File: config.mk
export PLATFORM = sky130hd
export DESIGN_NAME = minhash_sig_tracker
export DESIGN_NICKNAME = d
export VERILOG_FILES = /design/src/rtl/minhash_sig_tracker.sv
export SDC_FILE = /design/constraint.sdc
export NUM_CORES = 1
export LEC_CHECK = 0
export CORE_MARGIN = 2
export CORE_UTILIZATION = 30
export CTS_CLUSTER_SIZE = 20
export DETAILED_ROUTE_END_ITERATION = 10
export PLACE_DENSITY = 0.51
export SLEW_MARGIN = 20
export SYNTH_ARGS = -nofsm -noshare
export SYNTH_HDL_FRONTEND = slang
export SYNTH_SLANG_ARGS = --single-unit
File: constraint.sdc
create_clock -name clk -period 4.3 [get_ports clk]
set_input_delay 0.645 -clock clk [delete_from_list [all_inputs] [get_ports clk]]
set_output_delay 0.645 -clock clk [all_outputs]
set_load 0.005 [all_outputs]
File: src/rtl/minhash_sig_tracker.sv
// Per-seed running-minimum tracker for MinHash: accumulates the minimum hash per
// hash-function index over one document, then drains the signature over valid/ready.
module minhash_sig_tracker #(
    parameter int NUM_HASH = 4,
    parameter int IDX_W    = $clog2(NUM_HASH)
) (
    input  logic             clk,
    input  logic             reset,
    input  logic             start,
    input  logic             hash_valid,
    input  logic [IDX_W-1:0] hash_idx,
    input  logic [31:0]      hash_val,
    input  logic             doc_end,
    output logic             busy,
    output logic             sig_valid,
    input  logic             sig_ready,
    output logic [IDX_W-1:0] sig_idx,
    output logic [31:0]      sig_val,
    output logic             done,
    output logic [15:0]      hash_cnt,
    output logic             drop_err
);

    // Signature handshake: a word transfers on a cycle where sig_valid && sig_ready;
    // sig_idx/sig_val hold steady until that transfer happens.
    typedef enum logic [1:0] {S_IDLE, S_ACCUM, S_DRAIN} state_t;

    localparam logic [IDX_W:0]   NUM_HASH_X = (IDX_W+1)'(NUM_HASH);
    localparam logic [IDX_W-1:0] LAST_IDX   = IDX_W'(NUM_HASH - 1);

    state_t           state_q, state_d;
    logic [31:0]      min_q [NUM_HASH];
    logic [31:0]      min_d [NUM_HASH];
    logic [15:0]      cnt_q, cnt_d;
    logic [IDX_W-1:0] ptr_q, ptr_d;
    logic             drop_q, drop_d;
    logic             done_q, done_d;
    logic             idx_ok;

    assign idx_ok = {1'b0, hash_idx} < NUM_HASH_X;

    always_comb begin
        state_d = state_q;
        cnt_d   = cnt_q;
        ptr_d   = ptr_q;
        drop_d  = drop_q;
        done_d  = 1'b0;
        for (int i = 0; i < NUM_HASH; i++) begin
            min_d[i] = min_q[i];
        end

        case (state_q)
            S_IDLE: begin
                if (start) begin
                    for (int i = 0; i < NUM_HASH; i++) begin
                        min_d[i] = 32'hFFFF_FFFF;
                    end
                    cnt_d   = 16'd0;
                    drop_d  = 1'b0;
                    state_d = S_ACCUM;
                end else if (hash_valid) begin
                    drop_d = 1'b1;
                end
            end
            S_ACCUM: begin
                if (start) begin
                    // Restart discards any hash arriving in the same cycle.
                    for (int i = 0; i < NUM_HASH; i++) begin
                        min_d[i] = 32'hFFFF_FFFF;
                    end
                    cnt_d  = 16'd0;
                    drop_d = 1'b0;
                end else begin
                    if (hash_valid) begin
                        if (idx_ok) begin
                            if (hash_val < min_q[hash_idx]) begin
                                min_d[hash_idx] = hash_val;
                            end
                            if (cnt_q != 16'hFFFF) begin
                                cnt_d = cnt_q + 16'd1;
                            end
                        end else begin
                            drop_d = 1'b1;
                        end
                    end
                    if (doc_end) begin
                        ptr_d   = '0;
                        state_d = S_DRAIN;
                    end
                end
            end
            S_DRAIN: begin
                if (hash_valid) begin
                    drop_d = 1'b1;
                end
                if (sig_ready) begin
                    if (ptr_q == LAST_IDX) begin
                        ptr_d   = '0;
                        done_d  = 1'b1;
                        state_d = S_IDLE;
                    end else begin
                        ptr_d = ptr_q + 1'b1;
                    end
                end
            end
            default: state_d = S_IDLE;
        endcase
    end

    always_ff @(posedge clk) begin
        if (reset) begin
            state_q <= S_IDLE;
            cnt_q   <= 16'd0;
            ptr_q   <= '0;
            drop_q  <= 1'b0;
            done_q  <= 1'b0;
            for (int i = 0; i < NUM_HASH; i++) begin
                min_q[i] <= 32'hFFFF_FFFF;
            end
        end else begin
            state_q <= state_d;
            cnt_q   <= cnt_d;
            ptr_q   <= ptr_d;
            drop_q  <= drop_d;
            done_q  <= done_d;
            for (int i = 0; i < NUM_HASH; i++) begin
                min_q[i] <= min_d[i];
            end
        end
    end

    assign busy      = (state_q != S_IDLE);
    assign sig_valid = (state_q == S_DRAIN);
    assign sig_idx   = ptr_q;
    assign sig_val   = sig_valid ? min_q[ptr_q] : 32'd0;
    assign done      = done_q;
    assign hash_cnt  = cnt_q;
    assign drop_err  = drop_q;

endmodule

==> results of run 1 <==
==> per-stage QoR <==
step / worst slack, ns / cells / area, µm²
CTS: 0.628 / 1290 / 10400
detailed placement: 0.205 / 1258 / 9840
finish: 0.703 / 1290 / 10400
global route: 0.486 / 1290 / 10400
floorplan: 0.104 / 815 / 8450
global placement: 0.271 / 1258 / 9840
==> worst max-delay path, delay by kind of cell <==
kind                       cells  cell delay, ns
AOI/OAI and AO/OA              2            0.30
muxes                          2            0.77
buffers and inverters          5            1.34
adders and majority gates      1            0.24
and+or+nand+nor                3            0.64
==> Yosys cell counts (all sizes together), types with 9 or more instances <==
master / count
inv: 39
mux4: 63
mux2i: 135
a21oi: 13
ha: 38
dfxtp: 152
clkbuf: 33
nor3: 10
nand2: 12
buf: 21
nand4: 9
o21ai: 10
and2: 32
xnor2: 10
nor2: 189
==> where the power goes <==
part	internal [mW]	switching (mW)	total, mW	leakage [nW]
logic	0.478	0.520	0.998	2.12
registers	1.45	0.0357	1.48	1.23
clock network	0.932	0.625	1.56	0.290
total	2.86	1.18	4.04	3.64
==> layout make-up <==
class / instances / area (µm²) / area share [%]
Tap cell: 378 / 473 / 4.53
Sequential cell: 152 / 3040 / 29.1
Clock inverter: 14 / 170 / 1.63
Timing Repair Buffer: 119 / 1200 / 11.5
Inverter: 39 / 146 / 1.40
Multi-Input combinational cell: 570 / 4970 / 47.6
Clock buffer: 18 / 439 / 4.20
==> state kept, by name, summed over array words and instances (netlist names), named ones only <==
register,flops
done,1
drop_err,1
hash_cnt,16
min_q,128
sig_idx,2
state_q,2
==> kinds of logic after synthesis <==
group | count (synthesis) | synth area share, %
muxes | 198 | 32.8
xor gates and xnor gates | 12 | 1.24
buffers and inverters | 93 | 5.30
adders and majority gates | 38 | 5.63
AOI/OAI and AO/OA | 40 | 3.45
DFF | 152 | 36.0
and+or+nand+nor | 282 | 15.6
==> placed cells by master, fill, tap and decap left out, types with 7 or more instances in the layout <==
cell type	instances
sky130_fd_sc_hd__nor3_1	10
sky130_fd_sc_hd__inv_1	39
sky130_fd_sc_hd__and2_1	32
sky130_fd_sc_hd__clkbuf_16	17
sky130_fd_sc_hd__nand2_1	12
sky130_fd_sc_hd__nand4_1	9
sky130_fd_sc_hd__o21ai_0	8
sky130_fd_sc_hd__dfxtp_1	151
sky130_fd_sc_hd__buf_12	7
sky130_fd_sc_hd__nand3_1	7
sky130_fd_sc_hd__xnor2_1	10
sky130_fd_sc_hd__clkdlybuf4s50_1	91
sky130_fd_sc_hd__a21oi_1	10
sky130_fd_sc_hd__mux2i_1	135
sky130_fd_sc_hd__buf_4	19
sky130_fd_sc_hd__mux4_2	63
sky130_fd_sc_hd__ha_1	38
sky130_fd_sc_hd__nor2_1	189
==> routing by layer <==
layer	vias to the layer above	part of all wire, %	GRT usage [%]
li1	3047	-	-
met5	-	0	0
met3	15	4.8	3.54
met4	0	1.0	3.65
met1	2982	47	20.4
met2	111	47	25.5
==> path summary, 6_finish.rpt <==
kind | start | to | slack [ns] | depth (start not counted)
worst max register to register | min_q[3][23] | min_q[3][25] | 1.16 | 10
worst min register to register | drop_err | drop_err | 0.52 | 2
worst min-delay path | drop_err | drop_err | 0.52 | 2
worst max-delay path | hash_idx[1] | min_q[1][12] | 0.70 | 13
==> flow_metrics.tcl, run 1 <==
set metrics [dict create \
    run_status "finished clean" \
    tritoncts "yes" \
    power.static_leakage_nw 3.64 \
    placementRows 61 \
    floorplan.initialDensity_pct 30.4 \
    fin_util_pct 37.6 \
    antenna_diodes 0 \
    dieArea_mm2 0.0295 \
    number_of_nets_in_the_finished_design 977 \
    crit_path_max_incr_delay_ns 0.54 \
    drt_pass_1_iters 4 \
    wl_per_cell_um 16.9 \
    critical_path_required_ns 4.65 \
    grt_setup_unrepaired "false" \
    clock_latency_ns 0.43 \
    tritoncts.num_buffers 17 \
    first_global_vias 6230 \
    finalSetupViolCount 0 \
    post_synth_inst_count 815 \
    synthesis.nets 893 \
    synth_area_leaders "sky130_fd_sc_hd__dfxtp_1 36%, sky130_fd_sc_hd__mux4_2 17%, sky130_fd_sc_hd__mux2i_1 16%" \
    detail-route-antenna-nets 0 \
    drc 0 \
    place.port_buffers 93 \
    total_power_mw 4.04 \
    worst_setup_path_end_kind "register" \
    grt-ovfl-total 0 \
    drt_first_iter_violations 326 \
    cts.repair.resized 0 \
    setup-tns-final_ns 0 \
    cpMostUsedCell "sky130_fd_sc_hd__buf_4" \
    cts.sinks 152 \
    max_freq_mhz 278 \
    core_region_area_mm2 0.0278 \
    vdd_ir_drop_max_mv 0.204 \
    synth-async-reset-ratio_pct 0 \
    pin_count_of_the_biggest_net_entering_global_routing 105 \
    holdWs_ns 0.521 \
    cp-start-kind "input pin" \
    warnings_synthesis 0 \
    floorplan.die.height_um 172 \
    cts.reportedPaths.clkPinSlew_ns 0.07 \
    fill_count 2771 \
    ctsRootBufferMaster "sky130_fd_sc_hd__clkbuf_16" \
    total_setup_buffers_inserted_after_cts 0 \
    slew_viol_final 0 \
    clock_tree.htree_level_count 4 \
    post_synth.cell_area_avg_um2 10.4 \
    synth-edff-count 0 \
    pin_count 94 \
    synth.top_cell.area_share_pct 36.0 \
    cpMaxStageDelayCell "sky130_fd_sc_hd__mux4_2" \
    worstPathCellList "buf_2, buf_4, mux4_2, inv_1, ha_1, a211oi_1, nor2_1, nor3_1, buf_4, a21oi_4, nor4_4, buf_4, mux2i_1" \
    cp_max_fo 13 \
    tightest_slew_ns 1.04 \
    layout-drive-gt1-share_pct 14.8 \
    cts-hold-fix-buffers 0 \
    worst-setup-path-type "in2reg" \
    timing.slew.headroom_pct 30.3 \
    post_synth_instance_area_mm2 0.00845 \
    finalCriticalPeriod_ns 3.60 \
    synth_seq_cells 152 \
    estimated_wirelength_of_the_detail_placed_design_um 14900 \
    fin_skew_ns 0.0127 \
    kind_of_path_behind_the_tightest_hold_check "reg2reg" \
    synth_sequential_area_ratio_pct 36.0 \
    flow.area_growth_from_synthesis_pct 23.6 \
    synth_top_cell_by_area "sky130_fd_sc_hd__dfxtp_1" \
    critPathArrivalTime_ns 3.94 \
    power_density_mw_per_mm2 387 \
    post_synth_num_cell_types 44 \
    report.final.hold_viol_count 0 \
    clockBufferDepth 2 \
    groute.usage.overall_pct 15.4 \
    finalWeightedCongestion 0.753 \
    ys.flop_type "sky130_fd_sc_hd__dfxtp_1" \
    finalCritPeriodShare_pct 83.7 \
    vias 6155 \
    wl_um 21900 \
    routed_via_density 4.77 \
    grt_antenna_before_repair 0 \
    die_w_um 172 \
    wire_length_of_the_first_global_routing_pass_um 34800 \
    drv_cap 0 \
]
Note: power is estimated with default switching activity, not from simulation.
==> run 2: changes to the inputs <==
Settings changed: PLACE_DENSITY 0.51 to 0.49.
Clock period 4.3 ns to 3.34 ns, I/O delays scaled along.
==> run 2 against run 1 <==
Non-clock buffer count is 31 higher. Final cell count is 2.3% higher. Setup slack worse by 0.53 ns. Design area is 4.5% higher. Via count is 1.6% higher.
==> flow_metrics.tcl, run 2 (same netlist as run 1, synthesis figures left out) <==
set metrics [dict create \
    run_status "finished clean" \
    floorplan.initialDensity_pct 30.4 \
    worstPathCellList "buf_2, buf_12, mux4_2, inv_1, ha_1, a21oi_1, o21ai_0, o221a_1, or4_4, nor4_4, buf_4, buf_12, mux2i_1" \
    power.static_leakage_nw 3.88 \
    critical_path_required_ns 3.68 \
    p_switching_mw 1.55 \
    ctsRootBufferMaster "sky130_fd_sc_hd__clkbuf_16" \
    tightest_slew_ns 0.497 \
    core_region_area_mm2 0.0278 \
    cp_max_fo 10 \
    critical_register_to_register_path_startpoint "min_q[3][29]" \
    top_register "min_q" \
    timing.slew.headroom_pct 66.7 \
    drt_pass_1_iters 4 \
    largest_register_ffs 128 \
    total_setup_buffers_inserted_after_cts 0 \
    cpMaxStageDelayCell "sky130_fd_sc_hd__or4_4" \
    power.switching_fraction_pct 28.2 \
    floorplan.die.height_um 172 \
    grt-ovfl-total 0 \
    fill_count 2754 \
    pin_count 94 \
    vias 6252 \
    tritoncts "yes" \
    kind_of_path_behind_the_tightest_hold_check "reg2reg" \
    pin_count_of_the_biggest_net_entering_global_routing 35 \
    fin_util_pct 39.3 \
    flow.area_growth_from_synthesis_pct 29.2 \
    tritoncts.num_buffers 17 \
    wire_length_of_the_first_global_routing_pass_um 35300 \
    worst-setup-path-type "in2reg" \
    first_global_vias 6454 \
    final_critical_path_setup_slack_ns 0.177 \
    finalWeightedCongestion 0.751 \
    layout_commonest_cell "sky130_fd_sc_hd__nor2_1" \
    wl_per_cell_um 16.7 \
    finalSetupViolCount 0 \
    wl_um 22000 \
    finalCriticalPeriod_ns 3.16 \
    clockBufferDepth 2 \
    number_of_nets_in_the_finished_design 1008 \
    comb_power_share_pct 26.3 \
    grt_antenna_before_repair 0 \
    dieArea_mm2 0.0295 \
    power_density_mw_per_mm2 503 \
    vdd_ir_drop_max_mv 0.232 \
    worst_setup_path_end_kind "register" \
    clock_tree.htree_level_count 4 \
    layout-drive-gt1-share_pct 17.9 \
    pwr-share-seq_pct 34.7 \
    cts.sinks 152 \
    cpMostUsedCell "sky130_fd_sc_hd__buf_12" \
    cp-start-kind "input pin" \
    detail-route-antenna-nets 0 \
    cts.reportedPaths.clkPinSlew_ns 0.07 \
    critical_path_buf_inv_count 5 \
    internal_power_mw 3.94 \
    antenna_diodes 0 \
    power_frac_clock_pct 39.0 \
    routed_via_density 4.74 \
    path_delay_family "simple AND/OR/NAND/NOR gates" \
    place.port_buffers 93 \
    placement.setup.worst_slack_ns -0.280 \
    drc 0 \
    hp-start "drop_err" \
    placementRows 61 \
    crit_path_max_incr_delay_ns 0.56 \
    die_w_um 172 \
    grt_setup_unrepaired "false" \
    estimated_wirelength_of_the_detail_placed_design_um 15900 \
    groute.usage.overall_pct 15.5 \
    cts-hold-fix-buffers 0 \
    crit_start "hash_idx[1]" \
    cts.repair.resized 0 \
    setup-tns-final_ns 0 \
    fin_skew_ns 0.0123 \
    clock_latency_ns 0.42 \
    critPathArrivalTime_ns 3.51 \
    drt_first_iter_violations 397 \
    layout_common_cells "189 x sky130_fd_sc_hd__nor2_1, 151 x sky130_fd_sc_hd__dfxtp_1, 135 x sky130_fd_sc_hd__mux2i_1" \
    finalCritPeriodShare_pct 94.7 \
    report.final.hold_viol_count 0 \
    drv_cap 0 \
    slew_viol_final 0 \
    max_freq_mhz 316 \
]
run 2: cell types whose count changed in the layout (fill, tap and decap cells not counted), sizes merged:
cell / before / now
buf: 28 / 58
clkinvlp: 4 / 1
bufinv: 3 / 5
clkinv: 3 / 5
inv: 43 / 42
run 2: area by class of cell:
class                      count  area [µm²]  share of cell area [%]
clock buffer                  17         425                    3.90
tap                          378         473                    4.33
clock inverter                14         223                    2.04
timing repair buffer         150        1610                    14.8
inverter                      39         146                    1.34
sequential                   152        3040                    27.9
multi-input combinational    570        4990                    45.7
run 2: power by group through the flow:
stage               combinational (mW)  sequential, mW  clock, mW
floorplan                        0.791            1.94          0
global placement                  1.46            1.95          0
detailed placement                1.46            1.95          0
CTS                               1.47            1.91       2.20
global route                      1.57            1.91       2.26
finish                            1.45            1.91       2.14
run 2: metal layers:
layer	part of all wire (%)	global-route usage, %	routed length (µm)	vias to the layer above
met5	0	0	0	-
met4	0.70	3.91	153	0
met3	2.9	2.69	647	13
met2	46	25.0	10200	87
met1	50	21.6	11000	3038
li1	-	-	-	3114
run 2: stage by stage:
stage               power [mW]  instance area [µm²]  std cells  hold WS [ns]
floorplan                 2.73                 8520        815         0.492
global placement          3.41                10200       1288         0.503
detailed placement        3.41                10200       1288         0.510
CTS                       5.57                10900       1319         0.525
global route              5.75                10900       1320         0.538
finish                    5.49                10900       1320         0.517
run 2: worst paths after layout:
| kind | end | slack [ns] | cells after the start |
|---|---|---|---|
| hold / removal | drop_err | 0.52 | 2 |
| setup reg to reg | min_q[3][25] | 0.24 | 12 |
| hold reg to reg | drop_err | 0.52 | 2 |
| setup / recovery | min_q[3][25] | 0.18 | 13 |
run 2: worst reg2reg max path: stages, from the launching register on:
cell and delay [ns]:
sky130_fd_sc_hd__dfxtp_1 0.32, sky130_fd_sc_hd__mux4_2 0.47, sky130_fd_sc_hd__inv_1 0.08, sky130_fd_sc_hd__ha_1 0.25
sky130_fd_sc_hd__buf_4 0.14, sky130_fd_sc_hd__nand4_1 0.14, sky130_fd_sc_hd__nor3_2 0.11, sky130_fd_sc_hd__o221a_1 0.14
sky130_fd_sc_hd__or4_4 0.56, sky130_fd_sc_hd__nor4_4 0.28, sky130_fd_sc_hd__buf_4 0.20, sky130_fd_sc_hd__buf_12 0.14
sky130_fd_sc_hd__mux2i_1 0.19
